**src/rtl/io_console_tx_pkg.sv**
```systemverilog
// Shared types and constants for the IO console transmitter.
// Bus access kinds, IO port map and STATUS word layout.
package io_console_tx_pkg;

    typedef enum logic [1:0] {
        MEM_ACCESS_R = 2'd0,
        MEM_ACCESS_W = 2'd1,
        MEM_ACCESS_X = 2'd2
    } mem_access_t;

    localparam logic [31:0] IO_ADDR_HLT    = 32'd0;
    localparam logic [31:0] IO_ADDR_CHAR   = 32'd1;
    localparam logic [31:0] IO_ADDR_STATUS = 32'd2;

    localparam int STATUS_EMPTY     = 0;
    localparam int STATUS_FULL      = 1;
    localparam int STATUS_BUSY      = 2;
    localparam int STATUS_COUNT_LSB = 8;

endpackage

```
**src/rtl/io_tx_fifo.sv**
```systemverilog
// Character FIFO between the bus decode and the UART shifter.
// Power-of-two depth, pointers wrap naturally.
module io_tx_fifo #(
    parameter int DEPTH = 16
) (
    input  logic                     clk,
    input  logic                     res,
    input  logic                     push,
    input  logic [7:0]               din,
    input  logic                     pop,
    output logic [7:0]               dout,
    output logic                     full,
    output logic                     empty,
    output logic [$clog2(DEPTH):0]   count
);

    localparam int AW = $clog2(DEPTH);
    localparam int CW = AW + 1;

    logic [7:0]    mem [DEPTH];
    logic [AW-1:0] wptr;
    logic [AW-1:0] rptr;
    logic          do_push;
    logic          do_pop;

    assign full    = (count == CW'(DEPTH));
    assign empty   = (count == '0);
    assign do_push = push & ~full;
    assign do_pop  = pop & ~empty;
    assign dout    = mem[rptr];

    always_ff @(posedge clk) begin
        if (do_push) begin
            mem[wptr] <= din;
        end
    end

    always_ff @(posedge clk) begin
        if (res) begin
            wptr  <= '0;
            rptr  <= '0;
            count <= '0;
        end else begin
            if (do_push) begin
                wptr <= wptr + 1'b1;
            end
            if (do_pop) begin
                rptr <= rptr + 1'b1;
            end
            case ({do_push, do_pop})
                2'b10:   count <= count + 1'b1;
                2'b01:   count <= count - 1'b1;
                default: count <= count;
            endcase
        end
    end

endmodule

```
**src/rtl/io_console_tx.sv**
```systemverilog
// Port-mapped console: bus decode, char FIFO and 8N1 UART transmitter.
// Drives a registered TX line and a sticky halt / drained handshake.
module io_console_tx
    import io_console_tx_pkg::*;
#(
    parameter int CLKS_PER_BIT = 16,
    parameter int FIFO_DEPTH   = 16
) (
    input  logic        clk,
    input  logic        res,
    input  logic        db_io,
    input  logic [31:0] db_addr,
    input  logic [31:0] db_dataOut,
    input  mem_access_t db_accessType,
    output logic        db_ready,
    output logic [31:0] db_dataIn,
    output logic        tx,
    output logic        hlt,
    output logic        drained
);

    localparam int CW = $clog2(FIFO_DEPTH) + 1;
    localparam int BW = (CLKS_PER_BIT > 2) ? $clog2(CLKS_PER_BIT) : 1;

    localparam logic [1:0] S_IDLE  = 2'd0;
    localparam logic [1:0] S_START = 2'd1;
    localparam logic [1:0] S_DATA  = 2'd2;
    localparam logic [1:0] S_STOP  = 2'd3;

    logic [1:0]    state;
    logic [BW-1:0] baud;
    logic [2:0]    bit_idx;
    logic [7:0]    shift;
    logic          tx_q;

    logic          wr;
    logic          rd;
    logic          wr_char;
    logic          push;
    logic          pop;
    logic          busy;
    logic          baud_last;
    logic [7:0]    fifo_dout;
    logic          full;
    logic          empty;
    logic [CW-1:0] count;
    logic [31:0]   status;
    logic          unused_data;

    assign wr        = db_io & (db_accessType == MEM_ACCESS_W);
    assign rd        = db_io & (db_accessType == MEM_ACCESS_R);
    assign wr_char   = wr & (db_addr == IO_ADDR_CHAR);
    assign db_ready  = ~(wr_char & full);
    assign push      = wr_char & ~full;
    assign pop       = (state == S_IDLE) & ~empty;
    assign busy      = (state != S_IDLE);
    assign baud_last = (baud == BW'(CLKS_PER_BIT - 1));
    assign tx        = tx_q;

    assign unused_data = ^db_dataOut[31:8];

    always_comb begin
        status = '0;
        status[STATUS_EMPTY] = empty;
        status[STATUS_FULL]  = full;
        status[STATUS_BUSY]  = busy;
        status[STATUS_COUNT_LSB +: 8] = 8'(count);
    end

    io_tx_fifo #(
        .DEPTH (FIFO_DEPTH)
    ) u_fifo (
        .clk   (clk),
        .res   (res),
        .push  (push),
        .din   (db_dataOut[7:0]),
        .pop   (pop),
        .dout  (fifo_dout),
        .full  (full),
        .empty (empty),
        .count (count)
    );

    always_ff @(posedge clk) begin
        if (res) begin
            hlt       <= 1'b0;
            drained   <= 1'b0;
            db_dataIn <= '0;
        end else begin
            if (wr && db_addr == IO_ADDR_HLT) begin
                hlt <= 1'b1;
            end
            if (rd) begin
                db_dataIn <= (db_addr == IO_ADDR_STATUS) ? status : '0;
            end
            drained <= hlt & empty & ~busy;
        end
    end

    // tx is updated on the same edge as the state change so it never lags a bit
    always_ff @(posedge clk) begin
        if (res) begin
            state   <= S_IDLE;
            baud    <= '0;
            bit_idx <= '0;
            shift   <= '0;
            tx_q    <= 1'b1;
        end else begin
            case (state)
                S_IDLE: begin
                    if (!empty) begin
                        shift <= fifo_dout;
                        baud  <= '0;
                        state <= S_START;
                        tx_q  <= 1'b0;
                    end else begin
                        tx_q <= 1'b1;
                    end
                end
                S_START: begin
                    if (baud_last) begin
                        baud    <= '0;
                        bit_idx <= '0;
                        state   <= S_DATA;
                        tx_q    <= shift[0];
                    end else begin
                        baud <= baud + 1'b1;
                    end
                end
                S_DATA: begin
                    if (baud_last) begin
                        baud <= '0;
                        if (bit_idx == 3'd7) begin
                            state <= S_STOP;
                            tx_q  <= 1'b1;
                        end else begin
                            bit_idx <= bit_idx + 1'b1;
                            shift   <= shift >> 1;
                            tx_q    <= shift[1];
                        end
                    end else begin
                        baud <= baud + 1'b1;
                    end
                end
                default: begin
                    if (baud_last) begin
                        baud  <= '0;
                        state <= S_IDLE;
                        tx_q  <= 1'b1;
                    end else begin
                        baud <= baud + 1'b1;
                    end
                end
            endcase
        end
    end

endmodule
```
**config.mk**
```make
export PLATFORM = sky130hd
export DESIGN_NAME = io_console_tx
export DESIGN_NICKNAME = d
export VERILOG_FILES = /design/src/rtl/io_console_tx_pkg.sv /design/src/rtl/io_tx_fifo.sv /design/src/rtl/io_console_tx.sv
export SDC_FILE = /design/constraint.sdc
export NUM_CORES = 1
export LEC_CHECK = 0
export ABC_AREA = 1
export BUFFER_PORTS_ARGS = -buffer_cell sky130_fd_sc_hd__buf_2
export CORE_ASPECT_RATIO = 0.8
export CORE_UTILIZATION = 40
export CTS_BUF_LIST = sky130_fd_sc_hd__clkbuf_8 sky130_fd_sc_hd__clkbuf_16
export DETAILED_ROUTE_END_ITERATION = 16
export GPL_TIMING_DRIVEN = 0
export PLACE_DENSITY = 0.65
export SLEW_MARGIN = 20
export SYNTH_ARGS = -nofsm -noshare
export SYNTH_HDL_FRONTEND = slang
export SYNTH_HIERARCHICAL = 1
export SYNTH_SLANG_ARGS = --single-unit
```
**constraint.sdc**
```tcl
create_clock -name clk -period 3.7 [get_ports clk]
set_input_delay 0.74 -clock clk [delete_from_list [all_inputs] [get_ports clk]]
set_output_delay 0.74 -clock clk [all_outputs]
set_load 0.02 [all_outputs]
```
# --- Word level (Yosys, flattened, before mapping) ---
# Memories as Yosys holds them, arrays and structs flattened. A register that Yosys moved wholly into a read port is not among the register bits.
# Index checks and enable logic that the tools add are counted.
# Widths: inputs -> output; s select.
totals:
  register_bits: 65
  latchBits: 0
  ram_bits: 128
  rom_bits: 0
  input_bits: 69
  wordCells: 90
  memories: 1
op_classes:
  add_sub_neg: 6
  n_mul: 0
  n_div: 0
  n_lt_le_gt_ge: 0
  eq_ne: 15
  n_shift: 0
  mux: 29
  n_bitwise: 14
  n_reduce_logical: 14
mem_list:
  columns: ["name", "depth", "width", "rd", "rd_clocked_by_memory_dff", "write_ports", "line", "text"]
  rows:
  - ["u_fifo.mem", 16, 8, 1, 1, 1, "io_tx_fifo.sv:20", "logic [7:0] mem [DEPTH];"]
op_table:
  columns: ["op", "count"]
  rows:
  - ["$eq 32x1->1 const B", 1]
  - ["$eq 32x2->1 const B", 1]
  - ["$logic_not 32->1", 1]
  - ["$mux 8", 3]
  - ["$mux 4", 5]
  - ["$pmux 8 s2", 1]
  - ["$mux 13", 1]
  - ["$add 4x1->4 const B", 3]
  - ["$and 1x1->1", 10]
  - ["$mux 2", 5]
  - ["$ne 2x2->1 const B", 5]
  - ["$pmux 5 s2", 1]
  - ["$reduce_bool 2->1", 5]
  - ["$mux 3", 3]
  - ["$reduce_and 4->1", 2]
  - ["$mux 1", 7]
  - ["$eq 2x1->1 const B", 3]
  - ["$pmux 2 s3", 1]
  - ["$pmux 3 s2", 1]
  - ["$add 5x1->5 const B", 1]
  - ["$eq 5x5->1 const B", 1]
  - ["$logic_not 5->1", 1]
  - ["$reduce_and 5->1", 1]
  - ["$sub 5x1->5 const B", 1]
  - ["other kinds (9)", 14]

# --- Longest topological paths before layout ---
# Gate-level depths: netlist of run 1.
depth:
  depth_word: 7
  mapped_depth: 19

# --- Cells and area by module ---
# Netlist of run 1, hierarchy kept.
by_module_without_submodules:
  columns: ["module", "n_inst", "cells_per_inst", "area_per_inst_um2"]
  rows:
  - ["io_tx_fifo", 1, 475, 6090.8]
  - ["io_console_tx", 1, 256, 1760.4]

# --- Worst setup path before layout of run 1 ---
# OpenSTA, ideal clock, no wires.
synth_timing:
  kind: "input-to-reg"
  start: "in db_addr[23]"
  end: "reg u_fifo.count[2]"
  setup_time_ps: 115
  arrival_ps: 2665
  t_required_ps: 3585
  path_slack_ps: 920
  path_stages: 16
  path_buffers: 1
  path_cell_list: "nor2_1 > and2_1 > nand2_1 > nor2_1 > buf_4 > nand3_1 > nor2_1 > nand2_4 > ha_1 > xor2_1 > ha_1 > inv_1 > nand2_4 > xor2_1 > o21ai_0 > inv_1"
synth_via:
  elab_chain_cells: 6
synth_rtl:
  columns: ["element", "line", "text"]
  rows:
  - ["start: declaration", "io_console_tx.sv:12", "input logic [31:0] db_addr,"]
  - ["$eq 32x1->1 (*)", "io_console_tx.sv:52", "assign wr_char = wr & (db_addr == IO_ADDR_CHAR);"]
  - ["$and 1x1->1 (*)", "io_console_tx.sv:52", null]
  - ["$and 1x1->1 (*)", "io_console_tx.sv:54", "assign push = wr_char & ~full;"]
  - ["via push", "io_console_tx.sv:39", "logic push;"]
  - ["$and 1x1->1 (*)", "io_tx_fifo.sv:28", "assign do_push = push & ~full;"]
  - ["$eq 2x1->1 / $eq 2x2->1 (equally long branches)", "io_tx_fifo.sv:50", "case ({do_push, do_pop})"]
  - ["$pmux 5 s2 / $reduce_bool 2->1 (equally long branches)", null, null]
  - ["end signal: assignment", "io_tx_fifo.sv:51", "2'b10: count <= count + 1'b1;"]
  - ["end signal: assignment", "io_tx_fifo.sv:52", "2'b01: count <= count - 1'b1;"]
  - ["end signal: assignment", "io_tx_fifo.sv:53", "default: count <= count;"]
  - ["end: declaration", "io_tx_fifo.sv:14", "output logic [$clog2(DEPTH):0] count"]
# Mark *: on every way through the listed nets, which the timed path passes. The rest lies on a longest branch.
# A chain may end at the register's enable or synchronous reset.

# --- Final worst setup path of run 1 ---
layout_timing:
  start: "in db_addr[23]"
  end: "mem u_fifo.mem[9][1] (enable)"
layout_via:
  elab_chain_cells: 6
layout_rtl:
  columns: ["element", "line", "text"]
  rows:
  - ["$eq 32x1->1", "io_console_tx.sv:52", null]
  - ["$and 1x1->1", "io_console_tx.sv:52", null]
  - ["$and 1x1->1", "io_console_tx.sv:54", null]
  - ["via push", "io_console_tx.sv:39", null]
  - ["$and 1x1->1", "io_tx_fifo.sv:28", null]
  - ["$mux 1", "io_tx_fifo.sv:33", "if (do_push) begin"]
  - ["$mux 1 (not written as such)", "io_tx_fifo.sv:34", "mem[wptr] <= din;"]
  - ["end: declaration", "io_tx_fifo.sv:20", null]
# The timed path passes the listed nets, and every way through them passes these cells.

==> Implementation_results.wiki, run 1 <==
{| class="wikitable"
! Metric !! Value
|-
| Result of the run || finished clean
|-
| Worst Reg2Reg Path Length in Cells || 16
|-
| Total clock buffers created by CTS || 17
|-
| WP data required || 3750 ps
|-
| DRC violation total after the first TritonRoute iteration || 530
|-
| Share of Yosys cell area claimed by the top area cell type || 0.490
|-
| Highest achievable clock rate || 349 MHz
|-
| Skew-Pair Late Insertion Delay || 430 ps
|-
| Cell count after synthesis || 731
|-
| Antenna diode count || 0
|-
| Initial Utilization || 0.411
|-
| Startpoint of the tightest hold check path || hlt
|-
| Global-route total usage across every layer || 0.189
|-
| Max-cap check violation count || 0
|-
| Hold bufs inserted after CTS || 0
|-
| 1st-pass router iterations || 5
|-
| Core area || 0.0191 mm²
|-
| Worst path arrival time || 2920 ps
|-
| Minimum period implied by the final worst setup slack || 2860 ps
|-
| Relative slew margins || 0.407
|-
| Fraction of layout instances using a drive strength above 1 || 0.182
|-
| Unrepaired setup endpoints after global routing || false
|-
| Total die area || 0.0202 mm²
|-
| Library cell occupying the most area in the post-synthesis netlist || edfxtp_1
|-
| Reg-to-reg startpoint || state[0]
|-
| Routed via count divided by cell count || 4.98
|-
| Final worst clock skew || 6.91 ps
|-
| Drc violations || 0
|-
| Most frequent standard cell in the layout excluding fill and tap cells || edfxtp_1
|-
| Total Neg Setup Slack || 0 ps
|-
| Terminating pin of the worst hold path || drained
|-
| Wirelength per Cell || 16.3 µm
|-
| Actual transition at the worst max-transition pin || 886 ps
|-
| Reg-to-reg critical path endpoint || u_fifo/count[4]
|-
| Global-route wire length before repair || 27.9 mm
|-
| Clock sink total || 173
|-
| Fin. max-slew vios || 0
|-
| Synth top area cells || edfxtp_1 (49%), dfxtp_1 (11%), mux2i_1 (4.1%)
|-
| Post-cts gate resize count || 0
|-
| Hold depth || 2
|-
| Mean cell area of the mapped netlist || 10.7 µm²
|-
| Via total after detailed routing || 5483
|-
| Number of core rows || 45
|-
| Post-Synthesis Cell Area || 0.00785 mm²
|-
| NumNets Final || 914
|-
| Portion of the post-synthesis area used by sequential elements || 0.604
|-
| Flop-to-flop setup slack || 1100 ps
|-
| Most frequent cells in the layout || edfxtp_1 (128), inv_1 (83), nand2_1 (80)
|-
| Post-CTS setup buffers || 0
|-
| # setup viols final || 0
|-
| Die outline width || 159 µm
|-
| Setup crit end kind || flip-flop
|-
| Total congestion overflow after global routing || 0
|-
| Type of the worst setup path || input pin to flip-flop
|-
| Initial antenna violation count || 0
|-
| Final cycle utilization of the critical path || 0.774
|-
| Number of warnings printed during yosys synthesis || 6
|-
| Number of failing hold endpoints at the final stage || 0
|-
| CP Max Fanout || 10
|-
| DRT antenna net count || 0
|-
| Number of distinct standard cells referenced by the synthesized netlist || 40
|-
| Maximum number of pins on one net before global-route repair || 19
|-
| Register clock-pin slew on the reported worst setup and hold paths || 70 ps
|-
| Clock root buffer || clkbuf_16
|-
| Max IR drop VDD || 0.316 mV
|-
| TritonCTS clock tree || built
|-
| Class of the worst hold path || flip-flop to flip-flop
|-
| Element type at the critical path start || input pin
|-
| Final standard cell area without fillers || 0.00912 mm²
|-
| Buffers added on ports || 56
|-
| Height of the die || 127 µm
|-
| Number of buffers on the longest clock path || 2
|-
| Layout overhead on the synthesized area || 16.1%
|-
| I/O pin count || 105
|-
| Pwr per Cell Area || 479 mW/mm²
|-
| Routed Wire Length || 17.9 mm
|-
| Total leakage power || 3.51 nW
|-
| Number of fill cells in the layout || 1752
|-
| CTS H-tree lvls || 4
|-
| Register bit count reported by yosys || 173
|-
| Routability congestion estimate || 0.933
|-
| Total half-perimeter wirelength after legalization and detailed placement || 12.4 mm
|-
| Vias in the first global route || 4989
|-
| Standard cell area after detailed placement || 0.00854 mm²
|}
==> cell usage after synthesis, drive strengths merged <==
cell,n
a211oi,2
buf,41
nor2,58
nand2,86
o21ai,60
edfxtp,128
inv,87
o211ai,33
xnor2,1
clkbuf,13
and2,1
nand4,9
a21oi,62
conb,1
xor2,5
nand3,44
mux2i,32
ha,16
nor4,1
nor3,4
o211a,1
a31o,1
dfxtp,45
==> worst max-delay path by stage <==
stage                start          endpoint  slack [ps]  depth (start not counted)
2_1_floorplan  db_addr[23]   u_fifo/count[2]         920                         16
3_3_place_gp   db_addr[23]  u_fifo/mem[9][3]         410                         12
3_5_place_dp   db_addr[23]  u_fifo/mem[9][4]         380                         12
4_1_cts        db_addr[23]  u_fifo/mem[9][4]         790                         12
5_1_grt        db_addr[23]  u_fifo/mem[9][0]         580                         12
6_report       db_addr[23]  u_fifo/mem[9][1]         840                         12
==> worst max-delay path, stage by stage <==
cell and delay (ps):
buf_2 100, nor2_1 80, and2_1 130, nand2_1 50, nor2_1 170, buf_4 200
nand3_1 90, nor2_1 180, nand2_4 120, inv_1 170, nand2_1 170, nor2_1 710
==> flip-flops by register name, indices dropped and copies added (netlist names), named ones only <==
signal,cells
baud,4
bit_idx,3
db_dataIn,8
drained,1
hlt,1
shift,8
state,2
tx,1
u_fifo/count,5
u_fifo/mem,128
u_fifo/rptr,4
u_fifo/wptr,4
==> layer usage <==
metal  share of wire  track usage  up-vias
li1                -            -     2690
met1            0.47        0.282     2577
met2            0.43        0.268      186
met3           0.074       0.0397       30
met4           0.021       0.0656        0
met5               0            0        -
==> through the flow <==
step / setup slack [ps] / cells / power [mW] / hold slack (ps) / utilization
finish: 836 / 1100 / 4.37 / 466 / 0.478
global route: 585 / 1100 / 4.55 / 489 / 0.478
CTS: 788 / 1100 / 4.40 / 461 / 0.478
detailed placement: 377 / 1068 / 2.68 / 449 / 0.447
global placement: 413 / 1068 / 2.68 / 451 / 0.447
floorplan: 920 / 754 / 2.55 / 441 / -
==> power by group <==
group | switching (mW) | internal (mW)
Sequential | 0.0268 | 2.12
Clock | 0.826 | 0.899
Combinational | 0.326 | 0.165
Total | 1.18 | 3.19
==> logic make-up after synthesis <==
logic type,Yosys count,share of synthesized area
and+or+nand+nor,203,0.120
DFF,173,0.604
AOI/OAI and AO/OA,159,0.116
buffers and inverters,141,0.0851
muxes,32,0.0408
adders and majority gates,16,0.0255
xor gates and xnor gates,6,0.00765
other,1,0.000478
==> layout make-up <==
cell class | instances | area [µm²] | share of cell area
clock inverter | 15 | 153 | 0.0167
sequential | 173 | 4740 | 0.520
multi-input combinational | 440 | 2520 | 0.277
inverter | 87 | 332 | 0.0364
buffer | 54 | 337 | 0.0369
clock buffer | 17 | 425 | 0.0467
tap | 258 | 323 | 0.0354
timing repair buffer | 56 | 280 | 0.0307
Note: power is estimated with default switching activity, not from simulation.
==> run 2: changes to the inputs <==
--- a/config.mk
+++ b/config.mk
@@ -5,14 +5,14 @@
 export SDC_FILE = /design/constraint.sdc
 export NUM_CORES = 1
 export LEC_CHECK = 0
-export ABC_AREA = 1
+export ABC_AREA = 0
 export BUFFER_PORTS_ARGS = -buffer_cell sky130_fd_sc_hd__buf_2
 export CORE_ASPECT_RATIO = 0.8
 export CORE_UTILIZATION = 40
 export CTS_BUF_LIST = sky130_fd_sc_hd__clkbuf_8 sky130_fd_sc_hd__clkbuf_16
 export DETAILED_ROUTE_END_ITERATION = 16
 export GPL_TIMING_DRIVEN = 0
-export PLACE_DENSITY = 0.65
+export PLACE_DENSITY = 0.67
 export SLEW_MARGIN = 20
 export SYNTH_ARGS = -nofsm -noshare
 export SYNTH_HDL_FRONTEND = slang
==> constraint.sdc (replaced) <==
create_clock -name clk -period 2.3 [get_ports clk]
set_input_delay 0.46 -clock clk [delete_from_list [all_inputs] [get_ports clk]]
set_output_delay 0.46 -clock clk [all_outputs]
set_load 0.02 [all_outputs]
==> Implementation_results.wiki, run 2 <==
{| class="wikitable"
! Metric !! Value
|-
| Number of flip-flops under the largest register name || 128 (unchanged)
|-
| Post-route setup slack || -497 ps (-1330 ps)
|-
| Commonest cells in the synthesized netlist || edfxtp_1 (128), nor2_1 (48), dfxtp_1 (45), mux4_1 (28), buf_4 (26)
|-
| Final Core Density || 0.520 (+0.0419)
|-
| Cell count after placement || 809 (-24%)
|-
| Fraction of layout instances using a drive strength above 1 || 0.377 (+0.196)
|-
| Initial Utilization || 0.414 (+0.00225)
|-
| Die outline width || 156 µm (-1.7%)
|-
| Top register by number of flip-flops || u_fifo/mem
|-
| Number of distinct standard cells referenced by the synthesized netlist || 61 (+53%)
|-
| Buffers added on ports || 56 (unchanged)
|-
| Cell count after synthesis || 477 (-35%)
|-
| I/O pin count || 105 (unchanged)
|-
| NumNets Final || 687 (-25%)
|-
| Routability congestion estimate || 0.783 (-16%)
|-
| Number of warnings printed during yosys synthesis || 6 (unchanged)
|-
| Worst slack at placement || -1190 ps (-1570 ps)
|-
| Register bit count reported by yosys || 173 (unchanged)
|-
| Global-route total usage across every layer || 0.177 (-0.0114)
|-
| Number of synthesized flops with an enable pin || 128 (unchanged)
|-
| Via total after detailed routing || 4501 (-18%)
|-
| Number of buffers on the longest clock path || 2 (unchanged)
|-
| Final standard cell area without fillers || 0.00953 mm² (+4.5%)
|-
| Registers with the highest flip-flop counts || u_fifo/mem (128), db_dataIn (8), shift (8)
|-
| Element type at the critical path start || flip-flop
|-
| Most common cell in the netlist || edfxtp_1
|-
| Violations in the final reports || negative setup slack
|-
| Non-filler cells, final || 868 (-21%)
|-
| Post-Synthesis Cell Area || 0.00758 mm² (-3.4%)
|-
| Wirelength per Cell || 18.9 µm (+16%)
|-
| Total power consumption of the routed design || 7.70 mW (+76%)
|-
| Master of the slowest instance on the critical path || or4_4
|-
| Worst hold-check slack || 248 ps (-218 ps)
|-
| Ordered cell list for the critical path || or4_4, nor2_4, nor2_4, o21ai_4, inv_2, ha_4, buf_8, xor2_2, ha_2, o21a_1, or4_4, a21oi_2
|-
| # setup viols final || 5 (+5)
|-
| DRT antenna net count || 0 (unchanged)
|-
| Synth top area cells || edfxtp_1 (51%), dfxtp_1 (12%), mux4_1 (9.7%)
|-
| Vias in the first global route || 4558 (-8.6%)
|-
| Drc violations || 0 (unchanged)
|-
| Minimum period implied by the final worst setup slack || 2800 ps
|-
| Worst path max stage delay || 600 ps (-110 ps)
|-
| Total clock buffers created by CTS || 17 (unchanged)
|-
| Global-route wire length before repair || 25.3 mm (-9.4%)
|-
| Most frequent cells in the layout || edfxtp_1 (128), buf_2 (56), buf_4 (46)
|-
| Height of the die || 125 µm (-1.7%)
|-
| Highest achievable clock rate || 357 MHz
|-
| Mean cell area of the mapped netlist || 15.9 µm² (+48%)
|-
| Total Neg Setup Slack || -1430 ps (-1430 ps)
|-
| Proportion of register bits with asynchronous set or reset after synthesis || 0 (unchanged)
|-
| CTS H-tree lvls || 4 (unchanged)
|-
| Max IR drop VDD || 0.552 mV (+75%)
|-
| Synth Flop Type || edfxtp_1
|-
| Layout overhead on the synthesized area || 25.6%
|-
| WP data required || 2650 ps (-1100 ps)
|-
| Most frequent standard cell in the layout excluding fill and tap cells || edfxtp_1
|-
| Fin. max-slew vios || 0 (unchanged)
|-
| 1st-pass router iterations || 5 (unchanged)
|-
| Final worst clock skew || 9.33 ps (+2.42 ps)
|-
| Hold bufs inserted after CTS || 0 (unchanged)
|-
| Total leakage power || 3.39 nW (-3.5%)
|-
| Type of the worst setup path || flip-flop to flip-flop
|-
| Antenna diode count || 0 (unchanged)
|-
| Setup crit end kind || flip-flop
|-
| Final cycle utilization of the critical path || 1.22
|-
| Number of core rows || 44 (-2.2%)
|-
| Portion of the post-synthesis area used by sequential elements || 0.626 (+0.0214)
|-
| Max-cap check violation count || 0 (unchanged)
|-
| Number of failing hold endpoints at the final stage || 0 (unchanged)
|-
| Register clock-pin slew on the reported worst setup and hold paths || 70 ps (about the same)
|-
| Core area || 0.0183 mm² (-4.0%)
|-
| Unrepaired setup endpoints after global routing || true
|-
| DRC violation total after the first TritonRoute iteration || 325 (-39%)
|-
| Routed Wire Length || 16.4 mm (-8.4%)
|-
| CP Max Fanout || 4 (-6)
|-
| Share of Yosys cell area claimed by the top area cell type || 0.507 (+0.0174)
|-
| Skew-Pair Late Insertion Delay || 430 ps (about the same)
|-
| Pwr per Cell Area || 809 mW/mm² (+69%)
|-
| Relative slew margins || 0.515 (+0.107)
|-
| Total half-perimeter wirelength after legalization and detailed placement || 10.5 mm (-15%)
|-
| Clock root buffer || clkbuf_16
|-
| Library cell occupying the most area in the post-synthesis netlist || edfxtp_1
|-
| Initial antenna violation count || 0 (unchanged)
|-
| Standard cell area after detailed placement || 0.00849 mm² (-0.60%)
|-
| Routed via count divided by cell count || 5.19 (+4.0%)
|-
| Worst path arrival time || 3150 ps (+230 ps)
|-
| Result of the run || complete, but fails checks
|-
| Maximum number of pins on one net before global-route repair || 19 (unchanged)
|-
| Total congestion overflow after global routing || 0 (unchanged)
|-
| Class of the worst hold path || input pin to flip-flop
|-
| Clock sink total || 173 (unchanged)
|-
| TritonCTS clock tree || built
|-
| Total die area || 0.0195 mm² (-3.4%)
|-
| Actual transition at the worst max-transition pin || 728 ps (-158 ps)
|}
==> run 2: cell count changes in the layout (fill, tap and decap cells not counted), sizes merged, moves of 27 or more <==
cell,previous run,this run
mux4,0,40
nand3,44,6
o211ai,33,4
nand2,86,10
inv,95,16
o21ai,60,4
a21oi,62,6
buf,97,124
==> run 2: what timing repair did <==
| action | 4_1_cts | 5_1_grt |
|---|---|---|
| endpoints found under the hold margin | 0 | 0 |
| setup buffers | 26 | 5 |
| resized for setup | 42 | 16 |
| endpoints found under the setup margin | 142 | 137 |
| pin swaps | 20 | 13 |
==> run 2: worst paths after layout <==
check                  start               to  slack [ps]  cells after the start
min               db_addr[0]              hlt         250                      2
min reg2reg     db_dataIn[2]     db_dataIn[2]         480                      1
max          u_fifo/count[0]  u_fifo/count[2]        -500                     12
max reg2reg  u_fifo/count[0]  u_fifo/count[2]        -500                     12
==> run 2: cell families (layout without fill, tap and decap cells) <==
group                    after synthesis  in the layout  synth area share
flip-flops                           173            173             0.626
AND/OR/NAND/NOR                      116            116            0.0799
buffers and inverters                 58            173            0.0479
multiplexers                          56             56             0.154
AO/OA/AOI/OAI                         49             49            0.0566
adder cells (fa/ha/maj)               16             16            0.0264
XOR/XNOR                               8              8           0.00924
other                                  1             24          0.000495
==> run 2: per-layer routing <==
layer | vias to the layer above | routed length (µm) | global-route usage
met1 | 2261 | 7360 | 0.240
met4 | 0 | 207 | 0.0588
met2 | 142 | 7800 | 0.280
met5 | - | 0 | 0
met3 | 17 | 1020 | 0.0433
li1 | 2081 | - | -
==> run 2: layout make-up <==
| type | instances | area (µm²) |
|---|---|---|
| timing repair buffer | 86 | 603 |
| tap | 253 | 317 |
| clock buffer | 17 | 425 |
| buffer | 45 | 335 |
| clock inverter | 15 | 148 |
| fill | 1488 | 8810 |
| multi-input combinational | 269 | 2900 |
| inverter | 10 | 42.5 |
| sequential | 173 | 4750 |
==> run 2: power breakdown <==
group / internal, mW / total [mW] / switching [mW] / leakage [nW]
Clock: 1.44 / 2.76 / 1.33 / 0.271
Combinational: 0.609 / 1.38 / 0.769 / 1.60
Sequential: 3.46 / 3.56 / 0.101 / 1.52
Total: 5.51 / 7.70 / 2.20 / 3.39
==> run 2: worst max-delay path: cells and delay by family (launching register included) <==
kind | cells | cell delay (ps)
flip-flops | 1 | 350
AND/OR/NAND/NOR | 4 | 1230
AO/OA/AOI/OAI | 3 | 430
XOR/XNOR | 1 | 140
adder cells (fa/ha/maj) | 2 | 370
buffers and inverters | 2 | 190
==> run 3: changes to the inputs <==
--- a/config.mk
+++ b/config.mk
@@ -13,6 +13,7 @@
 export DETAILED_ROUTE_END_ITERATION = 16
 export GPL_TIMING_DRIVEN = 0
 export PLACE_DENSITY = 0.67
+export SKIP_LAST_GASP = 1
 export SLEW_MARGIN = 20
 export SYNTH_ARGS = -nofsm -noshare
 export SYNTH_HDL_FRONTEND = slang
==> Implementation_results.wiki, run 3 (synthesis gave the netlist of run 2 again) <==
{| class="wikitable"
! Metric !! Value
|-
| Footprint of the flip-flops and latches || 0.00475 mm² (unchanged)
|-
| Result of the run || complete, but fails checks
|-
| DRC violation total after the first TritonRoute iteration || 331 (+1.8%)
|-
| Element type at the critical path start || input pin
|-
| WP data required || 2650 ps (about the same)
|-
| Number of core rows || 44 (unchanged)
|-
| Routability congestion estimate || 0.783 (unchanged)
|-
| Routed Wire Length || 16.3 mm (-0.32%)
|-
| Core area || 0.0183 mm² (unchanged)
|-
| TritonCTS clock tree || built
|-
| Total clock buffers created by CTS || 17 (unchanged)
|-
| Registers with the highest flip-flop counts || u_fifo/mem (128), db_dataIn (8), shift (8)
|-
| Global-route total usage across every layer || 0.177 (unchanged)
|-
| Number of failing hold endpoints at the final stage || 0 (unchanged)
|-
| Number of flip-flops under the largest register name || 128 (unchanged)
|-
| Wirelength per Cell || 18.8 µm (-0.32%)
|-
| Highest achievable clock rate || 357 MHz (about the same)
|-
| Total half-perimeter wirelength after legalization and detailed placement || 10.5 mm (unchanged)
|-
| Via total after detailed routing || 4531 (+0.67%)
|-
| Total die area || 0.0195 mm² (unchanged)
|-
| Total leakage power || 3.39 nW (about the same)
|-
| Fin. max-slew vios || 0 (unchanged)
|-
| Most frequent cells in the layout || edfxtp_1 (128), buf_2 (56), buf_4 (47)
|-
| Number of buffers on the longest clock path || 2 (unchanged)
|-
| Die outline width || 156 µm (unchanged)
|-
| Minimum period implied by the final worst setup slack || 2800 ps (+0.880 ps)
|-
| Vias in the first global route || 4558 (unchanged)
|-
| Drc violations || 0 (unchanged)
|-
| Worst Reg2Reg Path Length in Cells || 12 (unchanged)
|-
| Hold depth || 2 (unchanged)
|-
| Hold bufs inserted after CTS || 0 (unchanged)
|-
| CP Max Fanout || 3 (-1)
|-
| Antenna diode count || 0 (unchanged)
|-
| Area taken by multi-input logic gates || 0.00290 mm² (about the same)
|-
| Reg-to-reg startpoint || u_fifo/count[0]
|-
| Max IR drop VDD || 0.551 mV (about the same)
|-
| I/O pin count || 105 (unchanged)
|-
| Terminating pin of the worst hold path || hlt
|-
| Reg-to-reg critical path endpoint || u_fifo/count[2]
|-
| Number of fill cells in the layout || 1490 (+0.13%)
|-
| Clock sink total || 173 (unchanged)
|-
| Most frequent standard cell in the layout excluding fill and tap cells || edfxtp_1
|-
| Relative slew margins || 0.510 (-0.00414)
|-
| Initial antenna violation count || 0 (unchanged)
|-
| Post-route setup slack || -498 ps (-0.880 ps)
|-
| Worst hold-check slack || 248 ps (-0.240 ps)
|-
| Register clock-pin slew on the reported worst setup and hold paths || 70 ps (about the same)
|-
| Worst path arrival time || 3150 ps (about the same)
|-
| Final worst clock skew || 8.99 ps (-0.340 ps)
|-
| DRT antenna net count || 0 (unchanged)
|-
| Buffers added on ports || 56 (unchanged)
|-
| CTS H-tree lvls || 4 (unchanged)
|-
| Total power consumption of the routed design || 7.69 mW (-0.12%)
|-
| Max-cap check violation count || 0 (unchanged)
|-
| Flop-to-flop setup slack || -500 ps (about the same)
|-
| Pwr per Cell Area || 808 mW/mm² (about the same)
|-
| # setup viols final || 5 (unchanged)
|-
| Maximum number of pins on one net before global-route repair || 19 (unchanged)
|-
| NumNets Final || 687 (unchanged)
|-
| Actual transition at the worst max-transition pin || 734 ps (+6.21 ps)
|-
| Fraction of layout instances using a drive strength above 1 || 0.376 (-0.00163)
|-
| Violations in the final reports || negative setup slack
|-
| 1st-pass router iterations || 4 (-1)
|-
| Total congestion overflow after global routing || 0 (unchanged)
|-
| Layout overhead on the synthesized area || 25.6% (about the same)
|-
| Global-route wire length before repair || 25.3 mm (unchanged)
|-
| Setup crit end kind || flip-flop
|-
| Startpoint of the tightest hold check path || db_addr[0]
|-
| Type of the worst setup path || input pin to flip-flop
|-
| Class of the worst hold path || input pin to flip-flop
|-
| Routed via count divided by cell count || 5.22 (+0.67%)
|-
| Initial Utilization || 0.414 (unchanged)
|-
| Total Neg Setup Slack || -1480 ps (-48.7 ps)
|-
| Skew-Pair Late Insertion Delay || 430 ps (about the same)
|-
| Top register by number of flip-flops || u_fifo/mem
|-
| Clock root buffer || clkbuf_16
|-
| Height of the die || 125 µm (unchanged)
|-
| Final cycle utilization of the critical path || 1.22 (about the same)
|-
| Unrepaired setup endpoints after global routing || true
|}
## run 3: timing repair
action,CTS,global route
buffers inserted,26,5
setup endpoints to repair,142,137
gates cloned,0,0
resized for setup,42,14
pin swaps,20,13
## run 3: report_power, final
group	internal, mW	total (mW)	switching, mW
Sequential	3.46	3.56	0.0998
Combinational	0.609	1.37	0.766
Clock	1.44	2.76	1.32
## run 3: cell type report
type | count | share of cell area
well taps | 253 | 0.0333
repair buffers | 86 | 0.0630
inverters | 10 | 0.00447
clock inverters | 15 | 0.0155
plain buffers | 45 | 0.0352
multi-input cells | 269 | 0.305
flip-flops and latches | 173 | 0.499
clock buffers | 17 | 0.0447
## run 3: critical path, stage by stage
cell	delay [ps]
buf_2	110
nor4_4	250
nand4_1	170
or2_4	280
nor3_4	220
o21a_4	200
clkinv_4	60
ha_4	160
buf_8	120
xor2_2	140
ha_2	200
o21a_1	190
or4_4	420
a21oi_2	160
## run 3: metal layers
metal  track usage  routed length (µm)  vias up
met5             0                   0        -
met1         0.240                7360     2290
met4        0.0588                 226        0
met3        0.0433                1010       19
li1              -                   -     2080
met2         0.280                7740      142
## run 3: how the worst max path moves through the flow
stage	depth (start not counted)	endpoint	from
final	14	u_fifo/count[2]	db_addr[15]
after global routing	12	u_fifo/count[2]	u_fifo/count[0]
after CTS	13	u_fifo/count[2]	u_fifo/count[0]
after detailed placement	14	u_fifo/count[2]	db_addr[5]
after global placement	14	u_fifo/count[2]	db_addr[4]
after floorplan	13	u_fifo/count[2]	db_addr[5]
## run 3: per-stage QoR
| step | std cells | area (µm²) | setup WS [ps] | utilization |
|---|---|---|---|---|
| 6_report | 868 | 9520 | -498 | 0.519 |
| 5_1_grt | 868 | 9520 | -556 | 0.519 |
| 4_1_cts | 865 | 9460 | -456 | 0.516 |
| 3_5_place_dp | 809 | 8490 | -1190 | 0.463 |
| 3_3_place_gp | 809 | 8490 | -1160 | 0.463 |
| 2_1_floorplan | 500 | 7890 | -721 | - |
